<file path="src/rtl/seg7_reader_if.sv">
// seg7_reader_if: output slot bundle of the 7-segment reader.
//   digit_out   [3:0] decoded digit 0..9, or 4'hF for an invalid pattern
//   invalid           digit_out came from an illegal segment pattern
//   digit_valid       slot holds data
//   digit_ready       consumer accepts the slot when digit_valid && digit_ready
// master = the reader (producer), slave = the consumer.
interface seg7_reader_if;
   logic [3:0] digit_out;
   logic       invalid;
   logic       digit_valid;
   logic       digit_ready;

   modport master (
      output digit_out,
      output invalid,
      output digit_valid,
      input  digit_ready
   );

   modport slave (
      input  digit_out,
      input  invalid,
      input  digit_valid,
      output digit_ready
   );
endinterface

</file>
<file path="src/rtl/seg7_reader.sv">
// seg7_reader: samples a 7-segment pattern {g,f,e,d,c,b,a} from the pins, waits
// until it has been stable for STABLE_CYCLES samples, decodes it back to a BCD
// digit and offers each newly settled digit through a one-deep valid/ready slot.
//
// Ports:
//   clk        clock
//   rst_n      synchronous reset, active low
//   ena        block enable; low freezes detection (slot handshake still works)
//   seg_in     [6:0] segment pattern, active high, bit0 = a
//   dout       seg7_reader_if.master: digit_out, invalid, digit_valid, digit_ready
//   err_count  [7:0] saturating count of emitted invalid patterns
//
// Build option: define SEG7_READER_ERRCNT_EN to build the invalid-pattern
// counter; otherwise err_count is tied to zero.
module seg7_reader #(
   parameter int unsigned STABLE_CYCLES = 16,
   parameter int unsigned CNT_W         = 8
) (
   input  logic                clk,
   input  logic                rst_n,
   input  logic                ena,
   input  logic [6:0]          seg_in,
   seg7_reader_if.master       dout,
   output logic [7:0]          err_count
);

   localparam logic [CNT_W-1:0] CNT_MAX = CNT_W'(STABLE_CYCLES - 1);

   typedef enum logic [1:0] {
      IDLE,
      SETTLE,
      LOCKED
   } state_t;

   state_t           state_q, state_d;
   logic [6:0]       samp_q, samp_d;
   logic [6:0]       prev_q, prev_d;
   logic [6:0]       last_q, last_d;
   logic [CNT_W-1:0] cnt_q, cnt_d;
   logic [3:0]       digit_q, digit_d;
   logic             inv_q, inv_d;
   logic             valid_q, valid_d;

   logic             same;
   logic             settled;
   logic             slot_free;
   logic             emit;
   logic [3:0]       dec_digit;
   logic             dec_inv;

   // segments -> digit
   always_comb begin
      dec_digit = 4'hF;
      dec_inv   = 1'b0;
      case (samp_q)
         7'b0111111: dec_digit = 4'd0;
         7'b0000110: dec_digit = 4'd1;
         7'b1011011: dec_digit = 4'd2;
         7'b1001111: dec_digit = 4'd3;
         7'b1100110: dec_digit = 4'd4;
         7'b1101101: dec_digit = 4'd5;
         7'b1111101: dec_digit = 4'd6;
         7'b0000111: dec_digit = 4'd7;
         7'b1111111: dec_digit = 4'd8;
         7'b1101111: dec_digit = 4'd9;
         default: begin
            dec_digit = 4'hF;
            dec_inv   = 1'b1;
         end
      endcase
   end

   // sample pipeline, stability counter and state
   always_comb begin
      samp_d  = samp_q;
      prev_d  = prev_q;
      cnt_d   = '0;
      state_d = state_q;
      same    = (samp_q == prev_q);

      if (ena) begin
         samp_d = seg_in;
         prev_d = samp_q;
         if (same) begin
            cnt_d = (cnt_q == CNT_MAX) ? cnt_q : cnt_q + 1'b1;
         end
      end

      if (!ena) begin
         state_d = IDLE;
      end else begin
         case (state_q)
            IDLE:    state_d = SETTLE;
            // lock on the edge the count reaches its end value so the first
            // LOCKED cycle can already emit
            SETTLE:  if (same && cnt_d == CNT_MAX) state_d = LOCKED;
            LOCKED:  if (!same) state_d = SETTLE;
            default: state_d = IDLE;
         endcase
      end
   end

   // emit decision and output slot
   always_comb begin
      settled   = ena && (state_q == LOCKED) && same;
      slot_free = !valid_q || dout.digit_ready;
      emit      = settled && (samp_q != '0) && (samp_q != last_q) && slot_free;

      last_d  = last_q;
      digit_d = digit_q;
      inv_d   = inv_q;
      valid_d = valid_q;

      if (emit) begin
         last_d  = samp_q;
         digit_d = dec_digit;
         inv_d   = dec_inv;
         valid_d = 1'b1;
      end else begin
         // a settled blank forgets the last digit so it can be shown again
         if (settled && samp_q == '0) last_d = '0;
         if (valid_q && dout.digit_ready) valid_d = 1'b0;
      end
   end

   always_ff @(posedge clk) begin
      if (!rst_n) begin
         state_q <= IDLE;
         samp_q  <= '0;
         prev_q  <= '0;
         last_q  <= '0;
         cnt_q   <= '0;
         digit_q <= '0;
         inv_q   <= 1'b0;
         valid_q <= 1'b0;
      end else begin
         state_q <= state_d;
         samp_q  <= samp_d;
         prev_q  <= prev_d;
         last_q  <= last_d;
         cnt_q   <= cnt_d;
         digit_q <= digit_d;
         inv_q   <= inv_d;
         valid_q <= valid_d;
      end
   end

   assign dout.digit_out   = digit_q;
   assign dout.invalid     = inv_q;
   assign dout.digit_valid = valid_q;

`ifdef SEG7_READER_ERRCNT_EN
   logic [7:0] err_q, err_d;

   always_comb begin
      err_d = err_q;
      if (emit && dec_inv && err_q != 8'hFF) err_d = err_q + 8'd1;
   end

   always_ff @(posedge clk) begin
      if (!rst_n) begin
         err_q <= '0;
      end else begin
         err_q <= err_d;
      end
   end

   assign err_count = err_q;
`else
   assign err_count = '0;
`endif

endmodule

</file>
<file path="src/flat_wrapper.sv">
// flat-port wrapper written by rule: the top's interface ports become plain ports
module seg7_reader_flat 
#(
   parameter int unsigned STABLE_CYCLES = 16,
   parameter int unsigned CNT_W         = 8
)
  (clk, rst_n, ena, seg_in, err_count, dout_digit_out, dout_invalid, dout_digit_valid, dout_digit_ready);
  seg7_reader_if dout_i ();
  input  logic clk;
  input  logic rst_n;
  input  logic ena;
  input  logic [6:0] seg_in;
  output logic [7:0] err_count;
  output wire logic [$bits(dout_i.digit_out)-1:0] dout_digit_out;
  output wire logic [$bits(dout_i.invalid)-1:0] dout_invalid;
  output wire logic [$bits(dout_i.digit_valid)-1:0] dout_digit_valid;
  input wire logic [$bits(dout_i.digit_ready)-1:0] dout_digit_ready;
  assign dout_digit_out = dout_i.digit_out;
  assign dout_invalid = dout_i.invalid;
  assign dout_digit_valid = dout_i.digit_valid;
  assign dout_i.digit_ready = dout_digit_ready;
  seg7_reader #(.STABLE_CYCLES(STABLE_CYCLES), .CNT_W(CNT_W)) u_core (.clk(clk), .rst_n(rst_n), .ena(ena), .seg_in(seg_in), .dout(dout_i), .err_count(err_count));
endmodule
</file>
<file path="config.mk">
export PLATFORM = sky130hd
export DESIGN_NAME = seg7_reader_flat
export DESIGN_NICKNAME = d
export VERILOG_FILES = /design/src/rtl/seg7_reader_if.sv /design/src/rtl/seg7_reader.sv /design/src/flat_wrapper.sv
export SDC_FILE = /design/constraint.sdc
export NUM_CORES = 1
export LEC_CHECK = 0
export ABC_AREA = 1
export ABC_CLOCK_PERIOD_IN_PS = 4310
export BUFFER_PORTS_ARGS = -buffer_cell sky130_fd_sc_hd__buf_2
export CAP_MARGIN = 20
export CELL_PAD_IN_SITES_DETAIL_PLACEMENT = 0
export CELL_PAD_IN_SITES_GLOBAL_PLACEMENT = 1
export CORE_MARGIN = 2
export CORE_UTILIZATION = 44
export CTS_BUF_LIST = sky130_fd_sc_hd__clkbuf_4 sky130_fd_sc_hd__clkbuf_8 sky130_fd_sc_hd__clkbuf_16
export CTS_CLUSTER_DIAMETER = 150
export DETAILED_ROUTE_END_ITERATION = 10
export GPL_ROUTABILITY_DRIVEN = 0
export GPL_TIMING_DRIVEN = 1
export PLACE_DENSITY = 0.88
export SYNTH_ARGS = -nofsm -noshare
export SYNTH_HDL_FRONTEND = slang
export SYNTH_SLANG_ARGS = --single-unit
</file>
<file path="constraint.sdc">
create_clock -name clk -period 4.31 [get_ports clk]
set_input_delay 0.862 -clock clk [delete_from_list [all_inputs] [get_ports clk]]
set_output_delay 0.862 -clock clk [all_outputs]
set_load 0.02 [all_outputs]
</file>
## Word level (Yosys, flattened, before mapping)

Cells that the tools add are included.

- Add/sub/neg operators: 1
- Equality and inequality tests: 18
- Muxes and demuxes: 12
- Reductions and logical operators: 18

Operator list:

| kind | number |
|---|---|
| $eq A7 B7 Y1 const B | 7 |
| $pmux W4 S10 | 1 |
| $mux W8 | 3 |
| $eq A8 B4 Y1 const B | 2 |
| $eq A7 B3 Y1 const B | 2 |
| $mux W7 | 2 |
| $reduce_or A10 Y1 | 1 |
| $add A8 B1 Y8 const B | 1 |
| $logic_and A1 B1 Y1 | 8 |
| $eq A7 B6 Y1 const B | 1 |
| $eq A7 B7 Y1 | 1 |
| $logic_not A7 Y1 | 1 |
| $ne A7 B7 Y1 | 1 |
| $reduce_bool A7 Y1 | 1 |
| $pmux W2 S3 | 1 |
| $mux W2 | 2 |
| $reduce_and A2 Y1 | 2 |
| $reduce_bool A2 Y1 | 2 |
| $mux W1 | 3 |
| $eq A2 B1 Y1 const B | 1 |
| $eq A2 B2 Y1 const B | 1 |
| $logic_not A2 Y1 | 1 |
| $ne A2 B1 Y1 const B | 1 |
| $ne A2 B2 Y1 const B | 1 |
| 2 further kinds | 2 |

- Bits in registers: 37
- Input port bits: 11

## Logic depth before layout (Yosys ltp)

- Depth in word-level cells: 8
- Depth in mapped cells: 14

## Least setup slack after synthesis

OpenSTA, ideal clock, no wires.

- Path kind: input port to flip-flop
- From: input port ena
- To: register u_core.last_q[3]
- Data arrival time: 1803 ps
- Data required time: 4190 ps
- Setup slack: 2388 ps
- Stages: 8
- Buffers on the path: 2
- Cells stage by stage: buf_2 > inv_1 > nor2_1 > nand3_2 > nand3b_4 > buf_4 > nand3_1 > a21oi_1

- Cells in the longest elaborated chain, start to end: 6

RTL lines:

| element | line | source |
|---|---|---|
| from (decl) | flat_wrapper.sv:11 | `input logic ena;` |
| $logic_and A1 B1 Y1 (*) (2 in a row) | seg7_reader.sv:105 | `settled = ena && (state_q == LOCKED) && same;` |
| $logic_and A1 B1 Y1 (3 in a row) | seg7_reader.sv:107 | `emit = settled && (samp_q != '0) && (samp_q != last_q) && slot_free;` |
| $mux W7 / $reduce_bool A2 Y1 (equally long branches) | -- |  |
| to (signal assigned) | seg7_reader.sv:140 | `last_q <= last_d;` |
| to (decl) | seg7_reader.sv:38 | `logic [6:0] last_q, last_d;` |

Every way passes the cells marked *; elsewhere a longest branch is shown, timed or not.
A chain may end at the register's enable or synchronous reset.

## Worst setup path after layout

- From: input port ena
- To: register u_core.last_q[0]

Same word-level chain as after synthesis.

==> results by stage <==
Run status:
- The run finished with clean final reports.

Pwr:
- For this design the static power due to leakage is 0.000914 uW.
- The share of total power dissipated in combinational logic is 0.087.
- Dividing total power by cell area gives a power density of 355 nW/um^2.
- Of the total power, the share spent switching nets is 0.240.
- The power share of the sequential group is 0.462.
- The internal power of the cells totals 603 uW.
- The total power consumption of the routed design is 794 uW.
- The switching component of the power is between 150 and 200 uW.
- The worst-case vdd ir drop is between 0.2 and 0.25 mV.
- The fraction of power consumed by the clock network is 0.450.

Floorplan:
- The area of the die is 5290 um^2.
- The core region is between 4000 and 5000 um^2.
- The die outline width is slightly above 70 um.
- The initial utilization of the core area, before any placement, comes to 0.449.
- The height of the chip is 72.7 um.
- The number of placed I/O pins is 25.
- The count of standard-cell rows is 25.

Cells and area:
- The filler cell count is 495.
- The number of nets at the end of the flow is approximately 330.
- Compared with the post-synthesis result, the final layout area differs by 7.70%.
- In the final layout, the share of cells above drive strength 1 is 0.127.
- The total non-filler cell area in the finished layout is 2240 um^2.
- The number of antenna diodes is 0.

Placement:
- Summed over all nets, the half-perimeter wirelength after detailed placement is ~3200 um.
- Prior to clock tree synthesis, the placed netlist has a worst setup slack of 1650 ps.
- Buffers placed on the I/O ports in this run total 16.
- The total cell area at the placement stage is 2110 um^2.

Detailed routing:
- The final layout contains routed wiring with a total length of 4410 um.
- The antenna violation net count after detailed routing is 0.
- In the routed layout, each cell is associated on average with a via count of about 5.2.
- The first detailed-routing pass took 4 iterations.
- Summing over every cut layer, the via total after detailed routing is 1900.
- The mean routed wirelength per cell is 12.0 um.
- For this run, design rule violations remaining after detail routing come to 0.
- The DRC marker count from the first detailed-route iteration is 112.

Timing:
- The final-report max-slew violation count came to 0.
- The final hold violation count is 0.
- At the pin with the least slew margin, the transition time is 499 ps.
- The worst relative slew slack is 0.666.
- The worst path needs 2360 ps of the cycle, external delays included.
- The share of the cycle needed by the critical path after routing is 0.548.
- The final worst setup slack is 1950 ps.
- Setup repair after global routing left no endpoint under its margin.
- Static timing analysis puts the maximum clock frequency at 0.423 GHz.
- The total negative slack is 0 ps.
- The number of setup violations in the final report is 0.
- Final hold analysis gives a worst-case slack of 465 ps.
- Between clock sinks in the finished design, the worst skew comes to 3.58 ps.

Clocking:
- The post-CTS setup-driven buffer insertion count is 0.
- The number of buffers between clock root and the deepest sink is 2.
- The source-to-sink clock delay at the later pin of the worst-skew pair is between 200 and 300 ps.
- In this run, post-CTS hold repair placed 0 buffers.
- The clock net in this run drives a total of 37 sinks.
- The number of buffers inserted during clock tree synthesis is 5.
- The clock tree synthesis step divided the H-tree into 2 levels.
- The tree is rooted in a sky130_fd_sc_hd__clkbuf_8.
- The clock tree from TritonCTS is done.
- Once the clock tree was built, the resizer swapped 0 gates to a different size.
- The clock-pin slew on the worst setup and hold paths is ~70 ps.

Setup path:
- The worst reg2reg path startpoint is u_core.samp_q[6]$_SDFFE_PN0P_.
- The endpoint arrival time on the critical path is 2570 ps.
- STA classifies the critical path startpoint as an input port.
- The highest net fanout along the worst path is 27.
- Setup slack on the worst reg-to-reg path comes out at 2130 ps.
- The number of cell instances on the worst register-to-register path is 10.
- The worst register-to-register path ends at u_core.last_q[0]$_SDFFE_PN0P_.
- The worst setup path is captured at a flip-flop.
- At the worst endpoint, the required time is 4520 ps.
- The kind of critical path is in -> reg.

Hold path:
- The worst hold path belongs to the class reg -> reg.
- The end point of the most critical hold path is u_core.dout.invalid$_SDFFE_PN0N_.
- The cell depth of the worst hold path is 2.
- The worst hold path startpoint is u_core.dout.invalid$_SDFFE_PN0N_.

Synth:
- The share of the Yosys chip area taken by registers is 0.356.
- The share of synthesized cell area in full adder, half adder and majority cells is 0.00602.
- The post-synthesis cell count is 307.
- The netlist area before placement is 2080 um^2.
- The post-synthesis compound-gate area fraction came to 0.137.
- By area, the combinational part of the netlist is dominated by simple AND/OR/NAND/NOR gates.
- In this run the mean area of a mapped cell was 6.77 um^2.
- After synthesis the netlist holds a flip-flop and latch count of 37.
- The largest area contributor in the netlist is sky130_fd_sc_hd__dfxtp_1.
- The share of synthesized cell area in and, or, nand and nor gates is 0.334.
- Of the post-synthesis cell area, the part taken by muxes is 0.
- Of the post-synthesis cell area, the dominant cell type holds 0.356.
- After synthesis, the cell types taking the most area are sky130_fd_sc_hd__dfxtp_1, sky130_fd_sc_hd__nand2_1, sky130_fd_sc_hd__nand3_1.
- The post-synthesis cell type count is 33.
- The Yosys step of the flow raised 0 warnings.
- Of the total synthesized cell area, the portion taken by XOR and XNOR cells is 0.0379.

Global route:
- The residual overflow from global routing is 0.
- The initial antenna violation count was 0.
- The largest net degree at the start of global routing is 28.
- The wire length of the first global-routing pass is 7580 um.
- Across every metal layer, demand over resource in global routing totals 0.183.
- The number of global-route vias before repair is around 1600.

Run:
- The number of violations of the max-capacitance limit is 0.
## registers in the layout, indices dropped and copies added, names as in the netlist
name / flops
u_core.dout.digit_valid: 1
u_core.dout.digit_out: 4
u_core.prev_q: 7
u_core.samp_q: 7
u_core.last_q: 7
u_core.state_q: 2
u_core.dout.invalid: 1
u_core.cnt_q: 8
## per-stage QoR
| step | instances | utilization |
|---|---|---|
| 6_report | 368 | 0.484 |
| 5_1_grt | 368 | 0.484 |
| 4_1_cts | 368 | 0.484 |
| 3_5_place_dp | 360 | 0.455 |
| 3_3_place_gp | 360 | 0.455 |
| 2_1_floorplan | 314 | - |
## cell families (layout without fill, tap and decap cells)
logic type / Yosys count / count (layout)
simple gates: 149 / 149
xor+xnor: 9 / 9
flops: 37 / 37
compound gates: 55 / 55
fa+ha+maj: 1 / 1
other cells: 1 / 8
buf+inv: 55 / 55
## power groups by stage
stage | logic [uW] | clock network (uW) | registers (uW)
floorplan | 72.2 | 0 | 363
global placement | 68.5 | 0 | 375
detailed placement | 69.1 | 0 | 375
CTS | 69.7 | 364 | 367
global route | 79.5 | 380 | 369
finish | 69.5 | 358 | 367
## cells in the final DEF (no fill, tap or decap), types with 2 or more instances in the layout
master / Yosys / layout
sky130_fd_sc_hd__nand2_1: 62 / 62
sky130_fd_sc_hd__nand3_1: 36 / 36
sky130_fd_sc_hd__a21oi_1: 31 / 31
sky130_fd_sc_hd__nand4_1: 11 / 11
sky130_fd_sc_hd__inv_2: 7 / 7
sky130_fd_sc_hd__conb_1: 1 / 8
sky130_fd_sc_hd__inv_1: 23 / 23
sky130_fd_sc_hd__bufinv_16: 0 / 2
sky130_fd_sc_hd__xor2_1: 3 / 3
sky130_fd_sc_hd__xnor2_1: 6 / 6
sky130_fd_sc_hd__a31oi_1: 2 / 2
sky130_fd_sc_hd__buf_2: 4 / 16
sky130_fd_sc_hd__nor2_1: 24 / 24
sky130_fd_sc_hd__dfxtp_1: 37 / 37
sky130_fd_sc_hd__o21ai_0: 19 / 19
sky130_fd_sc_hd__nor3_1: 4 / 4
sky130_fd_sc_hd__clkbuf_8: 0 / 5
sky130_fd_sc_hd__or2_2: 3 / 3
## synth_stat cells
cell type	instances
sky130_fd_sc_hd__nor2_2	1
sky130_fd_sc_hd__clkbuf_1	5
sky130_fd_sc_hd__a21oi_1	31
sky130_fd_sc_hd__o21ai_0	19
sky130_fd_sc_hd__a31oi_1	2
sky130_fd_sc_hd__buf_4	14
sky130_fd_sc_hd__nand3b_1	1
sky130_fd_sc_hd__o31ai_1	1
sky130_fd_sc_hd__inv_1	23
sky130_fd_sc_hd__nand3_2	1
sky130_fd_sc_hd__or2_0	1
sky130_fd_sc_hd__nor2_4	1
sky130_fd_sc_hd__xnor2_1	6
sky130_fd_sc_hd__or2_2	3
sky130_fd_sc_hd__a211oi_1	1
sky130_fd_sc_hd__nor3_1	4
sky130_fd_sc_hd__a21boi_0	1
sky130_fd_sc_hd__nand3b_4	1
sky130_fd_sc_hd__nor3b_1	1
sky130_fd_sc_hd__clkinv_1	1
sky130_fd_sc_hd__nand2_1	62
sky130_fd_sc_hd__ha_1	1
sky130_fd_sc_hd__nand2_2	1
sky130_fd_sc_hd__conb_1	1
sky130_fd_sc_hd__inv_2	7
sky130_fd_sc_hd__xor2_1	3
sky130_fd_sc_hd__buf_1	1
sky130_fd_sc_hd__nor2_1	24
sky130_fd_sc_hd__nand4_1	11
sky130_fd_sc_hd__buf_2	4
sky130_fd_sc_hd__nand3_1	36
sky130_fd_sc_hd__nor2b_2	1
sky130_fd_sc_hd__dfxtp_1	37
## area by class of cell
type	count	area [um^2]	share of cell area
multi-input cells	222	1100	0.492
clock buffers	5	68.8	0.0307
clock inverters	3	65.1	0.0291
repair buffers	16	80.1	0.0358
inverters	31	116	0.0520
well taps	54	67.6	0.0302
flip-flops and latches	37	741	0.331
## worst max-delay path: stages
cell and delay (ps):
sky130_fd_sc_hd__buf_2 360, sky130_fd_sc_hd__inv_1 290, sky130_fd_sc_hd__nor2_1 270, sky130_fd_sc_hd__nand3_2 110, sky130_fd_sc_hd__nor2b_2 380, sky130_fd_sc_hd__nand3_1 120, sky130_fd_sc_hd__a21oi_1 170
## layer usage
metal | vias to the layer above | share of wire | track usage | wire length [um]
li1 | 1011 | - | - | -
met1 | 849 | 0.48 | 0.245 | 2130
met2 | 32 | 0.47 | 0.288 | 2060
met3 | 8 | 0.032 | 0.0414 | 139
met4 | 0 | 0.017 | 0.0679 | 76
met5 | - | 0 | 0 | 0
## worst max path at each step
stage	startpoint	to	slack [ps]	cells after the start
3_3_place_gp	ena	u_core.last_q[4]$_SDFFE_PN0P_	1740	7
5_1_grt	ena	u_core.dout.digit_out[3]$_SDFFE_PN0N_	1650	7
3_5_place_dp	ena	u_core.last_q[1]$_SDFFE_PN0P_	1650	7
6_report	ena	u_core.last_q[0]$_SDFFE_PN0P_	1950	7
2_1_floorplan	ena	u_core.last_q[3]$_SDFFE_PN0P_	2390	8
4_1_cts	ena	u_core.last_q[1]$_SDFFE_PN0P_	1960	7
Power figures use the tool's default switching activity.
